**src/rtl/rr_arbiter8.sv**
```systemverilog
// rr_arbiter8: round-robin owner sequencer for a shared 8:1 mux datapath.
// One requester owns the mux for up to BURST accepted beats. Ownership rotates
// when the burst is used up or when the owner drops its request. A new owner
// is chosen on the same edge, so there is no dead cycle between owners.
`timescale 1ns/1ps
module rr_arbiter8 #(
    parameter int BURST = 4,
    parameter int CNTW  = 4
) (
    input  logic       clk,
    input  logic       reset_n,
    input  logic [7:0] req,
    input  logic       out_ready,
    output logic [2:0] sel,
    output logic [7:0] grant,
    output logic       out_valid,
    output logic [7:0] ack,
    output logic       busy
);

    typedef enum logic {
        IDLE = 1'b0,
        BUSY = 1'b1
    } state_t;

    state_t            r_state;
    logic [2:0]        r_sel;
    logic [7:0]        r_grant;
    logic              r_busy;
    logic [CNTW-1:0]   r_beat_cnt;
    logic [2:0]        r_ptr;

    logic              w_beat;
    logic              w_withdraw;
    logic              w_burst_done;
    logic              w_release;
    logic [2:0]        w_arb_ptr;
    logic [7:0]        w_arb_req;
    logic              w_win_found;
    logic [2:0]        w_win_idx;

    // Scan from p upward (mod 8) and return {found, index} of the first set bit.
    // The loop runs downward so that the candidate closest to p is written last and wins.
    function automatic logic [3:0] pick(input logic [7:0] r, input logic [2:0] p);
        logic [3:0] res;
        logic [2:0] idx;
        res = '0;
        for (int i = 7; i >= 0; i--) begin
            idx = p + 3'(i);
            if (r[idx]) res = {1'b1, idx};
        end
        return res;
    endfunction

    assign sel       = r_sel;
    assign grant     = r_grant;
    assign busy      = r_busy;
    assign out_valid = r_busy & req[r_sel];
    assign ack       = r_grant & {8{w_beat}};

    // Work out the release conditions and the next winner.
    // NOTE: every signal assigned here gets a default first. A path that leaves
    // a signal unassigned would make synthesis infer a latch.
    always_comb begin
        w_beat       = out_valid & out_ready;
        w_withdraw   = r_busy & ~req[r_sel];
        w_burst_done = w_beat & (r_beat_cnt == CNTW'(BURST - 1));
        w_release    = w_withdraw | w_burst_done;
        w_arb_ptr    = r_ptr;
        w_arb_req    = req;
        if (w_release) begin
            // On release, priority moves past the owner that is leaving.
            w_arb_ptr = r_sel + 3'd1;
            if (w_withdraw) w_arb_req[r_sel] = 1'b0;
        end
        {w_win_found, w_win_idx} = pick(w_arb_req, w_arb_ptr);
    end

    // Owner state machine: grant on IDLE->BUSY, count beats, and rotate on release.
    // NOTE: sequential state uses non-blocking assignments only. Every register
    // here is small control state, so each one is reset.
    always_ff @(posedge clk or negedge reset_n) begin
        if (!reset_n) begin
            r_state    <= IDLE;
            r_sel      <= '0;
            r_grant    <= '0;
            r_busy     <= 1'b0;
            r_beat_cnt <= '0;
            r_ptr      <= '0;
        end else begin
            case (r_state)
                IDLE: begin
                    if (w_win_found) begin
                        r_state    <= BUSY;
                        r_busy     <= 1'b1;
                        r_sel      <= w_win_idx;
                        r_grant    <= 8'(1) << w_win_idx;
                        r_beat_cnt <= '0;
                    end
                end
                BUSY: begin
                    if (w_release) begin
                        r_ptr <= r_sel + 3'd1;
                        if (w_win_found) begin
                            r_sel      <= w_win_idx;
                            r_grant    <= 8'(1) << w_win_idx;
                            r_beat_cnt <= '0;
                        end else begin
                            r_state <= IDLE;
                            r_busy  <= 1'b0;
                            r_grant <= '0;
                        end
                    end else if (w_beat) begin
                        r_beat_cnt <= r_beat_cnt + 1'b1;
                    end
                end
                default: begin
                    r_state <= IDLE;
                    r_busy  <= 1'b0;
                    r_grant <= '0;
                end
            endcase
        end
    end

endmodule

```
**config.mk**
```make
export PLATFORM = sky130hd
export DESIGN_NAME = rr_arbiter8
export DESIGN_NICKNAME = d
export VERILOG_FILES = /design/src/rtl/rr_arbiter8.sv
export SDC_FILE = /design/constraint.sdc
export NUM_CORES = 1
export LEC_CHECK = 0
export ABC_AREA = 1
export CAP_MARGIN = 30
export CORE_MARGIN = 4
export CORE_UTILIZATION = 40
export DETAILED_ROUTE_END_ITERATION = 16
export DONT_BUFFER_PORTS = 1
export GPL_TIMING_DRIVEN = 0
export PLACE_DENSITY = 0.61
export SLEW_MARGIN = 15
export SYNTH_ARGS = -nofsm -noshare
export SYNTH_HDL_FRONTEND = slang
export SYNTH_SLANG_ARGS = --single-unit
```
**constraint.sdc**
```tcl
create_clock -name clk -period 2.9 [get_ports clk]
set_input_delay 0.29 -clock clk [delete_from_list [all_inputs] [get_ports clk]]
set_output_delay 0.29 -clock clk [all_outputs]
set_load 0.05 [all_outputs]
```
## Yosys cells after proc, flatten, opt, wreduce, memory -nomap -nowiden

Index checks and enable logic that the tools add are counted.

- Register bits: 20
- Input port bits: 11
- Output and inout bits: 21

- Add/subtract/negate cells: 9
- Order comparisons: 10
- Equal/unequal tests: 5
- Shifts and indexed selects: 1
- Mux-type cells: 49
- Bitwise gates (word level): 10
- Reductions and logical operators: 3

Operators with widths:

| cell | count |
|---|---|
| 4-bit 2-to-1 mux | 11 |
| 8-bit 2-to-1 mux | 5 |
| 3-bit by 4-bit less-than comparator with 1-bit output (second input constant) | 9 |
| 1-bit binary-select mux with 3-bit select | 9 |
| 8-bit bitwise AND | 2 |
| 8-bit case mux with 2 select lines | 1 |
| 1-bit 2-to-1 mux | 15 |
| 3-bit adder (second input constant) | 4 |
| 3-bit 2-to-1 mux | 3 |
| 8-bit NOT | 1 |
| 4-bit case mux with 2 select lines | 1 |
| 1-bit by 3-bit << shifter with 8-bit output (first input constant) | 1 |
| 3-bit by 1-bit adder with 3-bit output (second input constant) | 2 |
| 3-bit by 2-bit adder with 3-bit output (second input constant) | 2 |
| 3-bit case mux with 2 select lines | 1 |
| 4-bit by 1-bit adder with 4-bit output (second input constant) | 1 |
| 1-bit bitwise AND | 4 |
| 4-bit by 2-bit == test with 1-bit output (second input constant) | 1 |
| 2-bit inequality test (second input constant) | 2 |
| 1-bit case mux with 2 select lines | 2 |
| 1-bit demux with 3-bit select | 1 |
| 3-bit by 1-bit greater-or-equal comparator with 1-bit output (second input constant) | 1 |
| 3-bit by 1-bit inequality test with 1-bit output (second input constant) | 1 |
| 3-bit AND reduction | 1 |
| other kinds (5) | 6 |

## Longest topological paths before layout

- Depth in word-level cells: 22
- Mapped depth: 30
- Depth with buffers taken out: 29

## Worst setup path after synthesis

No wires, ideal clock.

- Path kind: reg2reg
- Start point: register r_sel[0], in the netlist sel[0]
- End point: register r_grant[2], in the netlist grant[2]
- Setup time: 118 ps
- Arrival time: 3129 ps
- Required time: 2782 ps
- Slack: -347 ps
- Stages on the path, launching flop included: 25
- Cell sequence: dfrtp_1 -> buf_6 -> inv_2 -> nand4_1 -> nand2_1 -> nor2_4 -> nand2_4 -> nand4_4 -> nand2_8 -> nand2_2 -> nand2_2 -> buf_6 -> ha_1 -> inv_1 -> nand3_1 -> nand3_1 -> nand2_1 -> inv_2 -> nand4_2 -> nor2_2 -> o21ai_2 -> nand3_1 -> nor2_2 -> nand2_1 -> nand2_1

- Word-level cells in the longest chain between the ends: 22

Ends and longest elaborated chain:

| item | line | text |
|---|---|---|
| start: declaration | 27 | `logic [2:0] r_sel;` |
| start signal: assignment | 96 | `r_sel <= w_win_idx;` |
| start signal: assignment | 105 | `r_sel <= w_win_idx;` |
| 1-bit binary-select mux with 3-bit select (tied with other cells) | 58, 66 |  |
| 1-bit 2-to-1 mux (implied by the code) / 1-bit logical AND (equally long branches) | 58, 66, 74 |  |
| 1-bit bitwise AND / 1-bit 2-to-1 mux (equally long branches) | 58, 74 |  |
| 1-bit bitwise AND / 1-bit demux with 3-bit select (equally long branches) | 65, 74 |  |
| 1-bit bitwise AND / 8-bit NOT (equally long branches) | -- |  |
| 1-bit OR / 8-bit bitwise AND (equally long branches) | -- |  |
| 3-bit 2-to-1 mux / 8-bit 2-to-1 mux (equally long branches) | 71, 74 |  |
| 3-bit adder / 8-bit 2-to-1 mux (equally long branches) | 49, 71 |  |
| 1-bit binary-select mux with 3-bit select | 50 | `if (r[idx]) res = {1'b1, idx};` |
| 1-bit 2-to-1 mux (implied by the code) | 50 |  |
| 4-bit 2-to-1 mux (8 in series) | 50 |  |
| 1-bit by 3-bit << shifter with 8-bit output | 97, 106 |  |
| 8-bit 2-to-1 mux | 104 | `if (w_win_found) begin` |
| 8-bit 2-to-1 mux | 102 | `if (w_release) begin` |
| 8-bit case mux with 2 select lines | 91 | `case (r_state)` |
| end signal: assignment | 97 | `r_grant <= 8'(1) << w_win_idx;` |
| end signal: assignment | 106 | `r_grant <= 8'(1) << w_win_idx;` |
| end: declaration | 28 | `logic [7:0] r_grant;` |

Several ways; a longest one is shown, not always the timed one. The select of a mux whose other input is x is not followed.
A chain may end at the register's enable or synchronous reset.

## Worst setup path in the final report

- Start point: register r_sel[0], in the netlist sel[0]
- End point: register r_beat_cnt[1]

- Word-level cells in the longest chain between the ends: 21

Ends and longest elaborated chain:

| item | line | text |
|---|---|---|
| 1-bit binary-select mux with 3-bit select (tied with other cells) | 58, 66 |  |
| 1-bit 2-to-1 mux (implied by the code) / 1-bit logical AND (equally long branches) | 58, 66, 74 |  |
| 1-bit bitwise AND / 1-bit 2-to-1 mux (equally long branches) | 58, 74 |  |
| 1-bit bitwise AND / 1-bit demux with 3-bit select (equally long branches) | 65, 74 |  |
| 1-bit bitwise AND / 8-bit NOT (equally long branches) | -- |  |
| 1-bit OR / 8-bit bitwise AND (equally long branches) | -- |  |
| 3-bit 2-to-1 mux / 8-bit 2-to-1 mux (equally long branches) | 71, 74 |  |
| 3-bit adder / 8-bit 2-to-1 mux (equally long branches) | 49, 71 |  |
| 1-bit binary-select mux with 3-bit select | 50 |  |
| 1-bit 2-to-1 mux (implied by the code) | 50 |  |
| 4-bit 2-to-1 mux (8 in series) | 50 |  |
| 4-bit 2-to-1 mux | -- |  |
| 4-bit 2-to-1 mux | 102 |  |
| 4-bit case mux with 2 select lines | 91 |  |
| end signal: assignment | 114 | `r_beat_cnt <= r_beat_cnt + 1'b1;` |
| end: declaration | 30 | `logic [CNTW-1:0] r_beat_cnt;` |

Several ways; a longest one is shown, not always the timed one. The select of a mux whose other input is x is not followed.

==> key figures <==
CTS
  – H-Tree Depth: 1
  – Root buffer cell: clkbuf_8
  – Clock Latency Late Sink: between 0.2 and 0.3 ns
  – Sink Count: 20
  – Num CTS Buffers: 3
  – Reg clk slew, reported paths: about 0.080 ns
  – CTS tree: built
  – Maximum root-to-sink buffer count: 2

Logic synthesis
  – Syn avg cell area: 6.61 µm²
  – Yosys top cell area share: 0.244
  – XOR/XNOR Fraction of Synth Area: 0.0165
  – Cell variety after synth: 31
  – Ys Warns: 0
  – Compound-Gate Fraction of Synth Area: 0.0599
  – Largest family of logic cells by synthesized area: simple AND/OR/NAND/NOR gates
  – Synth Instances: between 300 and 400
  – Register area share after synthesis: 0.244
  – Most area-consuming cells after synthesis: dfrtp_1 24%, nand2_1 19%, nand3_1 11%
  – Simple-Gate Fraction of Synth Area: 0.562
  – Post-synth top area cell: dfrtp_1
  – Number of synthesized register bits: 20
  – Synth Cell Area: 0.00205 mm²
  – Syn nets: between 300 and 400
  – Post-Synth Adder-Cell Area: 0.0244
  – Post-synthesis mux area share: 0.00489

Timing
  – Max-slew headroom: 0.546
  – RSZ-0062 raised after global routing: yes
  – Total Neg Setup Slack: -5.63 ns
  – Least-Margin Pin Slew: between 0.6 and 0.7 ns
  – Setup WS post-layout: -0.365 ns
  – Final Critical Period: 3.27 ns
  – Slew Limit Fails: 0
  – Tcrit/Tclk final: 1.13
  – Final hold vios: 0
  – Max Freq: between 300 and 400 MHz
  – Hold_ws: 0.284 ns
  – # setup viols final: 17
  – Clock Skews: around 0.0053 ns

Floorplan
  – Initial core utilization: 0.422
  – Die X-Extent: 79.6 µm
  – Total Die Area: 0.00633 mm²
  – Standard-cell rows: 25
  – Core area: 0.00485 mm²
  – Die Y: 79.6 µm
  – IO Pins: 32

Route
  – Vias: ~2100
  – Number of vias per cell: ~5.1
  – Antenna viol nets, final: 0
  – DRC viols: 0
  – WL met3: between 200 and 300 µm
  – Metal2 WL: 2880 µm
  – Drt pass-1 iters: 4
  – DRT Wirelength: 5700 µm
  – Initial DRC Count: 112
  – Wire per inst: 14.0 µm
  – Top sig layer: met4
  – Metal1 wirelength: 2420 µm

Critical path
  – Worst r2r src: sel[0]$_DFFE_PN0P_
  – FF-to-FF End: r_beat_cnt[1]$_DFFE_PN0P_
  – Critical Path Start Type: register
  – Flop2flop setup slack: -0.37 ns
  – CP endpoint: r_beat_cnt[1]$_DFFE_PN0P_
  – CP arrival: 3.45 ns
  – Worst Reg-to-Reg Cells: 22
  – Critical path capture point type: register
  – Crit Path Max Fanout: 8
  – Setup CP Type: reg2reg
  – WP data required: 3.08 ns
  – Crit. Startpoint: sel[0]$_DFFE_PN0P_

Placed design
  – PortBufs: 0
  – Pre-CTS setup slack: -0.428 ns
  – Final GP Congestion: 0.828
  – Area post-placement: between 0.002 and 0.0025 mm²
  – Post-DP HPWL: 4110 µm

Layout
  – Antenna Diode Count: 0
  – # fillers: between 400 and 500
  – Area delta synth->final: 35.5%
  – Final Cell Area: 0.00278 mm²
  – Nets: 357
  – Layout cells sized above 1: 0.405

Min path
  – Worst hold path class: in2reg

GRT
  – Antenna violations before repair: 0
  – Number of global-route vias before repair: 2102
  – Pin count of the biggest net entering global routing: 21
  – GRT overflow: 0
  – First-pass GRT wire length: roughly 9400 µm
  – GRT Resource Usage Total: 0.184

Flow run
  – Max-cap violation count: 0

Run status
  – Failing checks: setup timing
  – Status: finished with violations
==> flip-flops by register name, indices dropped and copies added, names as in the netlist <==
signal / cells
busy: 1
grant: 8
r_ptr: 3
r_beat_cnt: 4
r_state: 1
sel: 3
==> Yosys cell counts (all sizes together) <==
cell type / number
a31oi: 2
xor2: 1
ha: 4
o21ai: 10
mux2i: 1
nor2: 31
nand2: 127
o22ai: 1
nor3: 2
dfrtp: 20
nand3: 50
a21oi: 7
inv: 39
buf: 3
nand4: 8
nand3b: 2
xnor2: 2
==> final cells by class <==
type	count	area [µm²]	area share
buffer	3	37.5	0.0135
clock buffer	3	41.3	0.0149
clock inverter	1	30.0	0.0108
inverter	39	160	0.0577
multi-input combinational	249	1710	0.616
sequential	20	504	0.182
tap	67	83.8	0.0302
timing repair buffer	26	209	0.0753
==> timing repair <==
action,4_1_cts,5_1_grt
setup endpoints to repair,25,21
resized for setup,32,35
buffers inserted,15,9
cloned,1,0
hold buffers,1,0
hold endpoints to repair,20,0
pin swaps,17,19
==> worst min-delay path by stage <==
| stage | start | endpoint | slack, ns | cells past startpoint |
|---|---|---|---|---|
| 3_5_place_dp | reset_n | busy$_DFFE_PN0P_ | -0.005 | 0 |
| 5_1_grt | out_ready | r_beat_cnt[1]$_DFFE_PN0P_ | 0.30 | 2 |
| 4_1_cts | out_ready | r_beat_cnt[0]$_DFFE_PN0P_ | 0.29 | 2 |
| 6_report | out_ready | r_beat_cnt[0]$_DFFE_PN0P_ | 0.28 | 2 |
| 3_3_place_gp | reset_n | busy$_DFFE_PN0P_ | -0.005 | 0 |
| 2_1_floorplan | reset_n | busy$_DFFE_PN0P_ | -0.006 | 0 |
==> stage by stage <==
step                cells  utilization
CTS                   398        0.526
finish                408        0.572
global placement      377        0.456
detailed placement    377        0.456
global route          408        0.572
floorplan             310            -
==> cells in the final DEF, fill, tap and decap left out, drive strengths merged, types with 2 or more instances in the layout <==
master / count
nand2: 127
nand3: 50
inv: 38
nor2: 31
buf: 28
dfrtp: 20
o21ai: 11
nand4: 8
a21oi: 7
ha: 4
clkbuf: 3
nor3: 2
nand3b: 2
a31oi: 2
xnor2: 2
==> layer usage <==
metal  global-route usage  up-vias
met4               0.0704        0
met2                0.316       53
met1                0.235      950
li1                     -     1062
met3               0.0226       13
met5                    0        -
==> critical path, cell delays in order, from the launching register on <==
cell	delay, ns
dfrtp_2	0.54
buf_8	0.20
inv_6	0.06
nand4_1	0.10
nand2_2	0.12
nor2_4	0.06
nand2_4	0.07
nand4_4	0.18
nand3b_1	0.24
nand2_4	0.07
buf_6	0.12
ha_4	0.30
nand3_2	0.14
nand3_4	0.10
nand2_4	0.08
nor2_4	0.11
nand3_4	0.12
nor2_4	0.18
buf_4	0.13
nand2_1	0.06
nand2_2	0.08
nand2_1	0.04
o21ai_0	0.06
==> cell families after synthesis <==
logic type,count (synthesis)
muxes,1
DFF,20
adders and majority gates,4
AOI/OAI and AO/OA,20
and+or+nand+nor,220
buffers and inverters,42
xor gates and xnor gates,3
Power is left out: the tool's default activity adds up to more than one toggle a clock period on the data nets, which glitch-free logic cannot reach.
